**src/rtl/seq_mult_pkg.sv**
```systemverilog
// Shared constants for the sequential 4x4 shift-and-add multiplier.
package seq_mult_pkg;

    localparam int OP_W = 4;
    localparam logic [1:0] ITER_LAST = 2'd3;

    // Encoding 2'd3 is unused and falls back to IDLE in the FSM.
    typedef enum logic [1:0] {
        IDLE = 2'd0,
        CALC = 2'd1,
        DONE = 2'd2
    } state_t;

endpackage

```
**src/rtl/full_adder_4bit.sv**
```systemverilog
// 4-bit ripple adder: {cout, sum} = addend_one + addend_two + carry_in.
module full_adder_4bit (
    input  logic [3:0] addend_one,
    input  logic [3:0] addend_two,
    input  logic       carry_in,
    output logic [3:0] sum,
    output logic       cout
);

    logic [4:0] carry;

    assign carry[0] = carry_in;

    for (genvar i = 0; i < 4; i++) begin : g_bit
        assign sum[i]     = addend_one[i] ^ addend_two[i] ^ carry[i];
        assign carry[i+1] = (addend_one[i] & addend_two[i]) |
                            (carry[i] & (addend_one[i] ^ addend_two[i]));
    end

    assign cout = carry[4];

endmodule

```
**src/rtl/seq_mult_4bit.sv**
```systemverilog
// Sequential 4x4 unsigned shift-and-add multiplier around one 4-bit adder.
// Handshake: start is sampled only in IDLE; done pulses one cycle with product valid.
module seq_mult_4bit
    import seq_mult_pkg::*;
(
    input  logic            clk,
    input  logic            reset,
    input  logic            start,
    input  logic [OP_W-1:0] multiplicand,
    input  logic [OP_W-1:0] multiplier,
    output logic [7:0]      product,
    output logic            busy,
    output logic            done,
    output logic [1:0]      fsm_state
);

    state_t          state;
    logic [OP_W-1:0] acc;
    logic            c;
    logic [OP_W-1:0] q;
    logic [OP_W-1:0] m;
    logic [1:0]      cnt;
    logic [7:0]      product_r;

    logic [OP_W-1:0] addend_two;
    logic [OP_W-1:0] sum;
    logic            cout;

    assign addend_two = q[0] ? m : '0;

    // c is cleared on accept and only ever has a zero shifted into it,
    // so feeding it as carry-in keeps the adder carry-in at 0.
    full_adder_4bit u_adder (
        .addend_one (acc),
        .addend_two (addend_two),
        .carry_in   (c),
        .sum        (sum),
        .cout       (cout)
    );

    always_ff @(posedge clk) begin
        if (reset) begin
            state     <= IDLE;
            acc       <= '0;
            c         <= 1'b0;
            q         <= '0;
            m         <= '0;
            cnt       <= '0;
            product_r <= '0;
            busy      <= 1'b0;
            done      <= 1'b0;
        end else begin
            case (state)
                IDLE: begin
                    done <= 1'b0;
                    if (start) begin
                        m     <= multiplicand;
                        q     <= multiplier;
                        acc   <= '0;
                        c     <= 1'b0;
                        cnt   <= '0;
                        busy  <= 1'b1;
                        state <= CALC;
                    end
                end
                CALC: begin
                    {c, acc, q} <= {1'b0, cout, sum, q[OP_W-1:1]};
                    cnt         <= cnt + 2'd1;
                    if (cnt == ITER_LAST) begin
                        product_r <= {cout, sum, q[OP_W-1:1]};
                        done      <= 1'b1;
                        state     <= DONE;
                    end
                end
                DONE: begin
                    busy  <= 1'b0;
                    done  <= 1'b0;
                    state <= IDLE;
                end
                default: begin
                    busy  <= 1'b0;
                    done  <= 1'b0;
                    state <= IDLE;
                end
            endcase
        end
    end

    assign product   = product_r;
    assign fsm_state = state;

endmodule
```
**config.mk**
```make
export PLATFORM = sky130hd
export DESIGN_NAME = seq_mult_4bit
export DESIGN_NICKNAME = d
export VERILOG_FILES = /design/src/rtl/seq_mult_pkg.sv /design/src/rtl/full_adder_4bit.sv /design/src/rtl/seq_mult_4bit.sv
export SDC_FILE = /design/constraint.sdc
export NUM_CORES = 1
export LEC_CHECK = 0
export CAP_MARGIN = 20
export CORE_ASPECT_RATIO = 0.8
export CORE_MARGIN = 2
export CORE_UTILIZATION = 60
export DETAILED_ROUTE_END_ITERATION = 10
export DONT_BUFFER_PORTS = 1
export PLACE_DENSITY = 0.76
export SYNTH_ARGS = -nofsm -noshare
export SYNTH_HDL_FRONTEND = slang
export SYNTH_SLANG_ARGS = --single-unit
```
**constraint.sdc**
```tcl
create_clock -name clk -period 6.15 [get_ports clk]
set_input_delay 0.615 -clock clk [delete_from_list [all_inputs] [get_ports clk]]
set_output_delay 0.615 -clock clk [all_outputs]
set_load 0.03 [all_outputs]
```
# Word-level counts from Yosys, hierarchy flattened

Index checks and enable logic that the tools add are counted.

Flip-flop bits (word level): 27
Input bits: 11
Output and inout port bits: 12

Add/sub/neg operators: 1
Equality and inequality tests: 4
Mux-type cells: 14
Bitwise logic cells: 21
Reductions and logical operators: 8

Operators with widths:

| operator            | number |
|---|---|
| $pmux 4 s2          | 2 |
| $mux 4              | 3 |
| $reduce_and 2->1    | 5 |
| $and 1x1->1         | 8 |
| $pmux 2 s2          | 2 |
| $xor 1x1->1         | 8 |
| $mux 2              | 3 |
| $ne 2x2->1 const B  | 2 |
| $or 1x1->1          | 4 |
| $pmux 1 s2          | 2 |
| $add 2x1->2 const B | 1 |
| $eq 2x1->1 const B  | 1 |
| $eq 2x2->1 const B  | 1 |
| $logic_not 2->1     | 1 |
| $mux 1              | 2 |
| $reduce_bool 2->1   | 1 |
| $reduce_or 2->1     | 1 |
| $not 1->1           | 1 |

# Depth between registers and ports, before layout

Gate-level depths: netlist (run 1).

Depth after elaboration: 11
Mapped depth: 8
Mapped depth without buffers: 8

# Cells and area by module

Synthesis (run 1) repeated with hierarchy kept, for this count alone.

Cells, all modules: 130
Area total of the unflattened synthesis: 1257.5 sq um

Modules (own cells, without submodules):

| module          | instances | cells an instance | area each (sq um) | sequential area each (sq um) |
|---|---|---|---|---|
| seq_mult_4bit   | 1         | 116               | 1139.8            | 520.5 |
| full_adder_4bit | 1         | 14                | 117.6             | 0.0 |

# Worst setup path before layout (run 1)

OpenSTA, ideal clock, no wires.

Path type: reg2reg
Start: reg q[0]
End: reg acc[2]
Library setup time: 0.129 ns
Arrival: 2.105 ns
Required time: 6.021 ns
Path slack: 3.916 ns
Stages on the path, launching flop included: 9
Buffers on the path: 0
Path through: dfxtp_1 > and2_1 > ha_1 > inv_1 > fa_1 > fa_1 > fa_1 > a2bb2oi_1 > nor2_1

Longest elaborated chain between the ends: 10
Elaborated cells between the ends (all ways): 16
Classes of those cells: 2 x mux; 14 x bitwise

RTL lines:

| what                   | line                  | RTL |
|---|---|---|
| start, declared        | seq_mult_4bit.sv:20   | `logic [OP_W-1:0] q;` |
| start signal, assigned | seq_mult_4bit.sv:58   | `q <= multiplier;` |
| start signal, assigned | seq_mult_4bit.sv:67   | `{c, acc, q} <= {1'b0, cout, sum, q[OP_W-1:1]};` |
| $mux 4 (*)             | seq_mult_4bit.sv:29   | `assign addend_two = q[0] ? m : '0;` |
| $xor 1x1->1            | full_adder_4bit.sv:17 | `(carry[i] & (addend_one[i] ^ addend_two[i]));` |
| $and 1x1->1            | full_adder_4bit.sv:17 |  |
| $or 1x1->1             | full_adder_4bit.sv:16 | `assign carry[i+1] = (addend_one[i] & addend_two[i]) \|` |
| $and 1x1->1            | full_adder_4bit.sv:17 |  |
| $or 1x1->1             | full_adder_4bit.sv:16 |  |
| $and 1x1->1            | full_adder_4bit.sv:17 |  |
| $or 1x1->1             | full_adder_4bit.sv:16 |  |
| $xor 1x1->1 (*)        | full_adder_4bit.sv:15 | `assign sum[i] = addend_one[i] ^ addend_two[i] ^ carry[i];` |
| $pmux 4 s2 (*)         | seq_mult_4bit.sv:53   | `case (state)` |
| end signal, assigned   | seq_mult_4bit.sv:67   |  |
| end, declared          | seq_mult_4bit.sv:18   | `logic [OP_W-1:0] acc;` |

Mark *: on every way between the ends. The rest lies on a longest branch, timed or not.
A chain may end at the register's enable or synchronous reset.

# Final worst setup path (run 1)

Same ends and word-level chain as after synthesis.

==> impl_summary.txt, run 1 <==
----------------------------------------------------
[Floorplanning]
  Number of rows in the core area ... 14
  Area enclosed by the die boundary ... 2270 µm²
  Chip Width ... 52.8 µm
  Starting Density ... 62.2%
  Core region area ... 1840 µm²
  Die H ... 43.1 µm
  Number of placed I/O pins ... 23

[Cells and area]
  Share of cells above drive strength 1 ... 9.52%
  Layout area overhead ... -1.20%
  Fillers ... 169
  Final layout net count ... 123
  Number of antenna diodes ... 0
  Fin util ... 61.4%

[Yosys]
  Number of synthesized register bits ... 26
  Number of enable-type register cells in the synthesized netlist ... 0
  Number of standard cells after synthesis ... 110
  Commonest cells in the synthesized netlist ... sky130_fd_sc_hd__dfxtp_1, sky130_fd_sc_hd__nor2_1, sky130_fd_sc_hd__mux2i_1
  Top-area cell type share of the netlist area ... 45.5%
  Cell area after technology mapping ... 1140 µm²
  Proportion of synthesized flip-flops having asynchronous set or reset ... 0%
  Number of synthesis warnings ... 0
  Most used flip-flop cell after synthesis ... sky130_fd_sc_hd__dfxtp_1
  Dominant cells by area after synthesis ... sky130_fd_sc_hd__dfxtp_1, sky130_fd_sc_hd__mux2i_1, sky130_fd_sc_hd__nor2_1, sky130_fd_sc_hd__fa_1, sky130_fd_sc_hd__a211oi_2
  Nets in the synthesized netlist ... 126
  Sequential cell area fraction in the yosys report ... 45.5%
  Distinct cells, synth ... 26
  Avg Synthesized Cell Area ... 10.4 µm²
  Cell type with the highest aggregate area in the netlist ... sky130_fd_sc_hd__dfxtp_1
  Most instantiated library cell after synthesis ... sky130_fd_sc_hd__dfxtp_1

[Global routing]
  Number of antenna violations at the first check in global routing ... 0
  Residual overflow from global routing ... 0
  Global-route wire length before repair ... 3440 µm
  Pin count of the biggest net entering global routing ... 27
  Number of global-route vias before repair ... 672
  GRT Total Usage ... 21.6%

[STA]
  Share of the clock period used by the worst path ... 38.2%
  Final critical delay including setup and external delays ... 2350 ps
  Setup tns final ... 0 ps
  Slew Viols, Final ... 0
  Highest Clock Rate ... 426 MHz
  Worst relative slew slack ... 48.1%
  Worst Max-Slew Pin Slew ... 777 ps
  Number of endpoints failing setup at the final stage ... 0
  Setup repair after global routing missed its margin ... no
  Hold Fails Final Rpt ... 0
  Worst clock skew ... 11.2 ps

[Place]
  Total of buffers placed on input and output ports ... 0
  Gp weighted congestion ... 0.691
  DP Wirelength ... 1400 µm

[Clock tree]
  Number of buffers added for setup after CTS ... 0
  Root Driver ... sky130_fd_sc_hd__clkbuf_4
  Clock buffers created by TritonCTS ... 3
  Number of instances resized during post-cts repair ... 0
  Later-pin clock latency in the skew report ... 330 ps
  Cts-stage hold buffer count ... 0
  TritonCTS Sinks ... 26
  TritonCTS clock tree ... yes
  Number of buffers on the longest clock path ... 2
  # H-tree levels ... 1
  Clock slew at reported path FFs ... 140 ps

[Drt]
  Antenna-violating nets left ... 0
  DR WL/cell ... 15.2 µm
  Via density per instance ... 5.60
  1st-iter DRT viols ... 7
  Aggregate routed wire length ... 1970 µm
  Via total after detailed routing ... 722
  DRC viols ... 0
  Detailed-router iteration count before antenna repair ... 4

[Critical path]
  Required time worst endpoint ... 6390 ps
  Critical path startpoint category ... flip-flop
  Crit path kind ... reg2reg
  Endpoint type of the worst setup path ... flip-flop
  Arr. time, crit path ... 2590 ps
  Maximum net fanout on the critical path ... 5
  R2R Setup Slk ... 3800 ps

[Hold path]
  Worst min-delay path class ... in2reg

[Job]
  Number of max-cap violations ... 0

[Pwr]
  VDD IR-drop max ... 0.175 mV
  Static Leak ... 0.395 nW
  PwrDens ... 243 nW/µm²
  Total power consumption of the routed design ... 0.275 mW

[Status]
  Run status ... completed

----------------------------------------------------
kinds of logic after synthesis:
| family | after synthesis | synth area share (%) |
|---|---|---|
| simple gates | 35 | 14.0 |
| fa+ha+maj | 5 | 7.44 |
| mux | 13 | 11.5 |
| compound gates | 16 | 13.5 |
| buf+inv | 15 | 8.10 |
| flops | 26 | 45.5 |
stage by stage:
step	hold WS, ps	instances	worst slack, ps	instance area (µm²)
floorplan	452	110	3920	1140
global placement	468	126	3900	1110
detailed placement	477	126	3810	1110
CTS	326	129	3790	1130
global route	304	129	3680	1130
finish	330	129	3800	1130
critical path, cell delays in order, from the launching register on:
cell and delay [ps]:
sky130_fd_sc_hd__dfxtp_1 400, sky130_fd_sc_hd__and2_1 150, sky130_fd_sc_hd__ha_1 130, sky130_fd_sc_hd__inv_1 40, sky130_fd_sc_hd__fa_1 380, sky130_fd_sc_hd__fa_1 410
sky130_fd_sc_hd__fa_1 530, sky130_fd_sc_hd__a2bb2oi_1 180, sky130_fd_sc_hd__nor2_1 50
state kept, by name (all words and copies together), names as in the netlist:
| register | cells |
|---|---|
| product | 8 |
| busy | 1 |
| fsm_state | 2 |
| q | 4 |
| cnt | 2 |
| acc | 4 |
| done | 1 |
| m | 4 |
cell type report:
cell class              count  area [µm²]  area share, %
clock buffers               3        22.5           1.99
inverters                   7        26.3           2.33
multi-input cells          69         531           47.0
flip-flops and latches     26         520           46.1
well taps                  24        30.0           2.66
cells in the final DEF (no fill, tap or decap):
cell type	Yosys	routed
sky130_fd_sc_hd__a211oi_1	3	3
sky130_fd_sc_hd__nand2_1	3	3
sky130_fd_sc_hd__nor3_1	3	3
sky130_fd_sc_hd__fa_1	3	3
sky130_fd_sc_hd__and2_1	1	1
sky130_fd_sc_hd__nand2b_1	1	1
sky130_fd_sc_hd__a211oi_2	4	4
sky130_fd_sc_hd__nor2_1	25	25
sky130_fd_sc_hd__o21ba_1	1	1
sky130_fd_sc_hd__a32oi_1	1	1
sky130_fd_sc_hd__o21bai_1	1	1
sky130_fd_sc_hd__a2111oi_2	1	1
sky130_fd_sc_hd__nor3b_4	1	1
sky130_fd_sc_hd__a21oi_1	1	1
sky130_fd_sc_hd__dfxtp_1	26	26
sky130_fd_sc_hd__mux2_2	1	1
sky130_fd_sc_hd__ha_1	2	2
sky130_fd_sc_hd__a2bb2oi_1	4	4
sky130_fd_sc_hd__and3b_1	1	1
sky130_fd_sc_hd__mux2i_1	12	12
sky130_fd_sc_hd__clkbuf_4	0	3
sky130_fd_sc_hd__inv_1	7	7
power by group:
part           internal [mW]  switching (mW)  total, mW  leakage [nW]
combinational         0.0103         0.00982     0.0201         0.169
clock                 0.0230          0.0490     0.0720        0.0138
sequential             0.174         0.00806      0.182         0.212
layer usage:
metal	global-route usage, %	vias to the layer above	wire length, µm
met5	0	-	0
met4	4.62	0	17
met3	8.45	3	133
met2	30.5	21	885
met1	31.3	337	931
li1	-	361	-
final timing paths:
kind | from | depth (start not counted) | end
min | reset | 1 | product[5]
max reg2reg | q[0] | 8 | acc[2]
max | q[0] | 8 | acc[2]
min reg2reg | m[0] | 2 | m[0]
Note: power is estimated with default switching activity, not from simulation.
==> inputs of run 2 (changes only) <==
clock period = 2.2 ns   (was 6.15 ns; I/O delays follow)
==> run 2 against run 1 <==
Clock power rose to 3.4 times the previous value. The run now ends with hold timing left. Highest routed layer unchanged. Critical path depth stayed put. Sequential share of layout area is 6.5 points lower. Hold slack got worse by 390 ps. Sequential power increased to 2.8 times the previous value. Non-clock buffer count grew 17. Clock-buffer cell count grew 1.
==> impl_summary.txt, run 2 (synthesized netlist as in run 1, its figures left out) <==
----------------------------------------------------
[Clock tree]
  Number of buffers added for setup after CTS ... 0 (unchanged)
  Clock buffers created by TritonCTS ... 3 (unchanged)
  TritonCTS clock tree ... yes
  # H-tree levels ... 1 (unchanged)
  Root Driver ... sky130_fd_sc_hd__clkbuf_4
  Cts-stage hold buffer count ... 15 (+15)
  Number of buffers on the longest clock path ... 2 (unchanged)
  Clock slew at reported path FFs ... 140 ps (about the same)
  Later-pin clock latency in the skew report ... 330 ps (about the same)
  TritonCTS Sinks ... 26 (unchanged)

[STA]
  Hold Fails Final Rpt ... 11 (+11)
  Share of the clock period used by the worst path ... 97.2% (+59 points)
  Worst clock skew ... 8.43 ps (-2.74 ps)
  Worst relative slew slack ... 57.5% (+9.3 points)
  Final critical delay including setup and external delays ... 2140 ps (-210 ps)
  Setup tns final ... 0 ps (unchanged)
  Number of endpoints failing setup at the final stage ... 0 (unchanged)
  Slew Viols, Final ... 0 (unchanged)
  Worst Hold Slack ... -63.5 ps (-393 ps)
  Highest Clock Rate ... 468 MHz (+9.8%)
  Setup repair after global routing missed its margin ... yes
  Worst Max-Slew Pin Slew ... 638 ps (-139 ps)

[Critical path]
  Arr. time, crit path ... 2370 ps (-220 ps)
  Required time worst endpoint ... 2430 ps (-3960 ps)
  R2R Path Start ... q[0]
  Crit path kind ... reg2reg
  Launching instance or port of the critical path ... q[0]
  Critical path startpoint category ... flip-flop
  Maximum net fanout on the critical path ... 2 (-3)
  Endpoint type of the worst setup path ... flip-flop

[Cells and area]
  Leading cell type in the layout, fill and taps excluded ... sky130_fd_sc_hd__nor2_1
  Number of antenna diodes ... 0 (unchanged)
  Largest register FFs ... 8 (unchanged)
  Fin util ... 72.0% (+11 points)
  Share of cells above drive strength 1 ... 15.4% (+5.9 points)
  Layout area overhead ... 15.8%
  Leading cell types in the layout, fill and taps excluded ... sky130_fd_sc_hd__nor2_1, sky130_fd_sc_hd__dfxtp_1, sky130_fd_sc_hd__dlygate4sd3_1, sky130_fd_sc_hd__mux2i_1, sky130_fd_sc_hd__inv_1
  Final layout net count ... 140 (+14%)

[Floorplanning]
  Die H ... 43.1 µm (unchanged)
  Chip Width ... 52.8 µm (unchanged)
  Starting Density ... 62.2% (unchanged)
  Number of placed I/O pins ... 23 (unchanged)
  Core region area ... 1840 µm² (unchanged)
  Area enclosed by the die boundary ... 2270 µm² (unchanged)
  Number of rows in the core area ... 14 (unchanged)

[Global routing]
  Residual overflow from global routing ... 0 (unchanged)
  Pin count of the biggest net entering global routing ... 27 (unchanged)
  GRT Total Usage ... 21.6% (-0.068 points)
  Global-route wire length before repair ... 3480 µm (+0.99%)
  Number of antenna violations at the first check in global routing ... 0 (unchanged)
  Number of global-route vias before repair ... 762 (+13%)

[Drt]
  DR WL/cell ... 14.0 µm (-8.1%)
  Aggregate routed wire length ... 2060 µm (+4.7%)
  Detailed-router iteration count before antenna repair ... 4 (unchanged)
  Antenna-violating nets left ... 0 (unchanged)
  Via density per instance ... 5.43 (-3.0%)
  1st-iter DRT viols ... 13 (+6)
  Via total after detailed routing ... 798 (+11%)
  DRC viols ... 0 (unchanged)

[Place]
  DP Wirelength ... 1350 µm (-3.8%)
  Total of buffers placed on input and output ports ... 0 (unchanged)
  Gp weighted congestion ... 0.709 (+2.7%)

[Pwr]
  PwrDens ... 631 nW/µm² (+160%)
  VDD IR-drop max ... 0.471 mV (+170%)
  Static Leak ... 0.509 nW (+29%)

[Hold path]
  Worst min-delay path class ... in2reg
  Source of the worst hold timing path ... reset

[Status]
  Run status ... finished with violations
  Failing checks ... hold timing

[Job]
  Number of max-cap violations ... 0 (unchanged)

----------------------------------------------------
run 2: area by class of cell:
cell class / instances / area, µm²
Multi-Input combinational cell: 69 / 542
Inverter: 7 / 26.3
Tap cell: 24 / 30.0
Timing Repair Buffer: 17 / 165
Clock buffer: 4 / 36.3
Fill cell: 147 / 515
Sequential cell: 26 / 524
run 2: per-stage QoR:
step / setup slack [ps] / area (µm²) / std cells / power (mW)
floorplan: 4.69 / 1150 / 110 / 0.577
global placement: 32.0 / 1130 / 128 / 0.578
detailed placement: -51.9 / 1130 / 128 / 0.580
CTS: 14.3 / 1320 / 147 / 0.843
global route: -39.4 / 1320 / 147 / 0.873
finish: 61.1 / 1320 / 147 / 0.836
run 2: worst paths after layout:
path	endpoint	depth (start not counted)	slack, ps
min	product[4]	1	-60
max reg2reg	acc[2]	8	60
min reg2reg	acc[3]	2	510
max	acc[2]	8	60
run 2: critical path, cell delays in order, from the launching register on:
cell and delay (ps):
sky130_fd_sc_hd__dfxtp_2 340, sky130_fd_sc_hd__and2_1 120, sky130_fd_sc_hd__ha_1 130, sky130_fd_sc_hd__inv_1 50
sky130_fd_sc_hd__fa_2 330, sky130_fd_sc_hd__fa_2 340, sky130_fd_sc_hd__fa_1 540, sky130_fd_sc_hd__a2bb2oi_2 150
sky130_fd_sc_hd__nor2_1 50
run 2: timing repair:
action                                  CTS  global route
endpoints found under the setup margin    1             1
resized for setup                         2             2
endpoints found under the hold margin    26            11
pin swaps                                 1             0
run 2: report_power, final:
part | internal (mW) | switching (mW)
Combinational | 0.0512 | 0.0371
Sequential | 0.488 | 0.0179
Clock | 0.101 | 0.140
run 2: routing by layer:
metal	vias up	part of all wire, %	GRT usage (%)	wire, µm
met5	-	0	0	0
met4	0	2.1	10.8	43
met3	4	7.8	8.45	161
met2	22	44	29.3	911
met1	375	46	29.6	943
li1	397	-	-	-
==> inputs of run 3 (changes only) <==
CORE_ASPECT_RATIO = 1.25   (was 0.8)
CTS_BUF_LIST = sky130_fd_sc_hd__clkbuf_16   (was unset)
==> run 3 against run 2 <==
The run ends with setup timing left. Die area unchanged. Non-clock buffer count is 14 lower. Hold slack improved by 82 ps. Flip-flop and latch count unchanged. First-iteration DRC count grew 54%. Setup slack got worse by 64 ps. Clock power grew 65%. Utilization shrank 3.4 points. Final cell count decreased by 13%.
==> impl_summary.txt, run 3 (synthesized netlist as in run 1, its figures left out) <==
----------------------------------------------------
[Status]
  Run status ... finished with violations
  Failing checks ... setup timing

[Drt]
  Via total after detailed routing ... 745 (-6.6%)
  DR WL/cell ... 15.8 µm (+13%)
  Aggregate routed wire length ... 2020 µm (-1.9%)
  1st-iter DRT viols ... 20 (+7)
  Via density per instance ... 5.82 (+7.2%)
  DRC viols ... 0 (unchanged)
  Antenna-violating nets left ... 0 (unchanged)
  Detailed-router iteration count before antenna repair ... 4 (unchanged)

[STA]
  Worst Max-Slew Pin Slew ... 644 ps (+6.04 ps)
  Setup repair after global routing missed its margin ... yes
  Slew Viols, Final ... 0 (unchanged)
  Worst clock skew ... 6.46 ps (-1.97 ps)
  Number of endpoints failing setup at the final stage ... 1 (+1)
  Final critical delay including setup and external delays ... 2200 ps (+63.7 ps)
  Worst setup margin ... -2.60 ps (-63.7 ps)
  Hold Fails Final Rpt ... 0 (-11)
  Worst Hold Slack ... 18.7 ps (+82.2 ps)
  Highest Clock Rate ... 454 MHz (-2.9%)
  Share of the clock period used by the worst path ... 100% (+2.9 points)
  Worst relative slew slack ... 57.1% (-0.40 points)

[Cells and area]
  Number of antenna diodes ... 0 (unchanged)
  Leading cell types in the layout, fill and taps excluded ... sky130_fd_sc_hd__nor2_1, sky130_fd_sc_hd__dfxtp_1, sky130_fd_sc_hd__mux2i_1, sky130_fd_sc_hd__inv_1
  Share of cells above drive strength 1 ... 18.3% (+2.9 points)
  Final layout net count ... 126 (-10%)
  Combined area of the multi-input logic cells ... 551 µm² (+1.6%)
  Combined flip-flop and latch cell area ... 523 µm² (-0.24%)
  Fillers ... 144 (-2.0%)
  Leading cell type in the layout, fill and taps excluded ... sky130_fd_sc_hd__nor2_1
  Fin util ... 68.6% (-3.4 points)
  Largest register FFs ... 8 (unchanged)
  Layout area overhead ... 7.11%

[Floorplanning]
  Chip Width ... 43.1 µm (-18%)
  Number of placed I/O pins ... 23 (unchanged)
  Die H ... 52.8 µm (+23%)
  Number of rows in the core area ... 17 (+3)
  Area enclosed by the die boundary ... 2270 µm² (unchanged)
  Core region area ... 1790 µm² (-2.9%)
  Starting Density ... 64.0% (+1.8 points)

[Clock tree]
  TritonCTS Sinks ... 26 (unchanged)
  TritonCTS clock tree ... yes
  Later-pin clock latency in the skew report ... 260 ps (-70 ps)
  Number of buffers on the longest clock path ... 2 (unchanged)
  Cts-stage hold buffer count ... 0 (-15)
  Root Driver ... sky130_fd_sc_hd__clkbuf_16
  # H-tree levels ... 1 (unchanged)
  Clock buffers created by TritonCTS ... 3 (unchanged)
  Clock slew at reported path FFs ... 60 ps (-80 ps)

[Global routing]
  Global-route wire length before repair ... 3470 µm (-0.20%)
  Number of antenna violations at the first check in global routing ... 0 (unchanged)
  Pin count of the biggest net entering global routing ... 27 (unchanged)
  Number of global-route vias before repair ... 762 (unchanged)
  GRT Total Usage ... 21.2% (-0.32 points)
  Residual overflow from global routing ... 0 (unchanged)

[Critical path]
  Crit path kind ... reg2reg
  Largest delay contributor family on the critical path ... adder cells
  Delay of the slowest cell on the worst path ... 550 ps (about the same)
  Endpoint type of the worst setup path ... flip-flop
  Arr. time, crit path ... 2360 ps (about the same)
  Highest-delay cell along the critical path ... sky130_fd_sc_hd__fa_1
  R2R Setup Slk ... -3 ps (-60 ps)
  Count of buffer and inverter cells on the critical path ... 1 (unchanged)
  Maximum net fanout on the critical path ... 2 (unchanged)
  Required time worst endpoint ... 2360 ps (-70 ps)
  Critical path startpoint category ... flip-flop
  Cell repeated most along the worst path ... sky130_fd_sc_hd__fa_2
  Cell-by-cell trace of the critical path ... and2_4 > ha_4 > inv_2 > fa_2 > fa_2 > fa_1 > a2bb2oi_1 > nor2_1

[Place]
  Worst Setup Slack post-DPL ... -34.3 ps (+17.6 ps)
  DP Wirelength ... 1400 µm (+4.1%)
  Gp weighted congestion ... 0.761 (+7.4%)
  Total of buffers placed on input and output ports ... 0 (unchanged)

[Pwr]
  VDD IR-drop max ... 0.543 mV (+15%)
  PwrDens ... 794 nW/µm² (+26%)
  Total power consumption of the routed design ... 0.972 mW (+16%)
  Static Leak ... 0.437 nW (-14%)

[Hold path]
  Worst min-delay path class ... in2reg

[Job]
  Number of max-cap violations ... 0 (unchanged)

----------------------------------------------------
[run 3: final cells by class]
type | count | share of cell area [%]
multi-input cells | 69 | 44.9
well taps | 19 | 1.94
clock buffers | 3 | 6.13
repair buffers | 3 | 1.84
clock inverters | 1 | 0.306
flip-flops and latches | 26 | 42.7
inverters | 7 | 2.15
[run 3: where the power goes]
part	leakage [nW]	switching (mW)	internal [mW]	total, mW
Clock	0.0385	0.156	0.243	0.399
Sequential	0.213	0.0177	0.488	0.506
Combinational	0.186	0.0333	0.0346	0.0679
[run 3: final timing paths]
kind | from | endpoint | cells after the start
worst max-delay path | q[0] | acc[2] | 8
worst min-delay path | reset | product[5] | 1
worst max register to register | q[0] | acc[2] | 8
worst min register to register | m[0] | m[0] | 2
[run 3: what timing repair did]
action,CTS,global route
gates resized for setup,1,5
setup endpoints to repair,1,1
pin swaps,2,3
buffers inserted,0,1
[run 3: metal layers]
metal / wire length [µm] / vias to the layer above / global-route usage (%)
li1: - / 368 / -
met1: 926 / 350 / 26.2
met2: 948 / 23 / 33.6
met3: 99 / 4 / 4.14
met4: 44 / 0 / 13.6
met5: 0 / - / 0
[run 3: metrics by stage]
step,cells,setup TNS (ps),cell area (µm²)
3_3_place_gp,123,0,1120
2_1_floorplan,110,0,1150
4_1_cts,127,0,1200
5_1_grt,128,-69.4,1220
3_5_place_dp,123,-34.3,1120
6_report,128,-2.60,1220
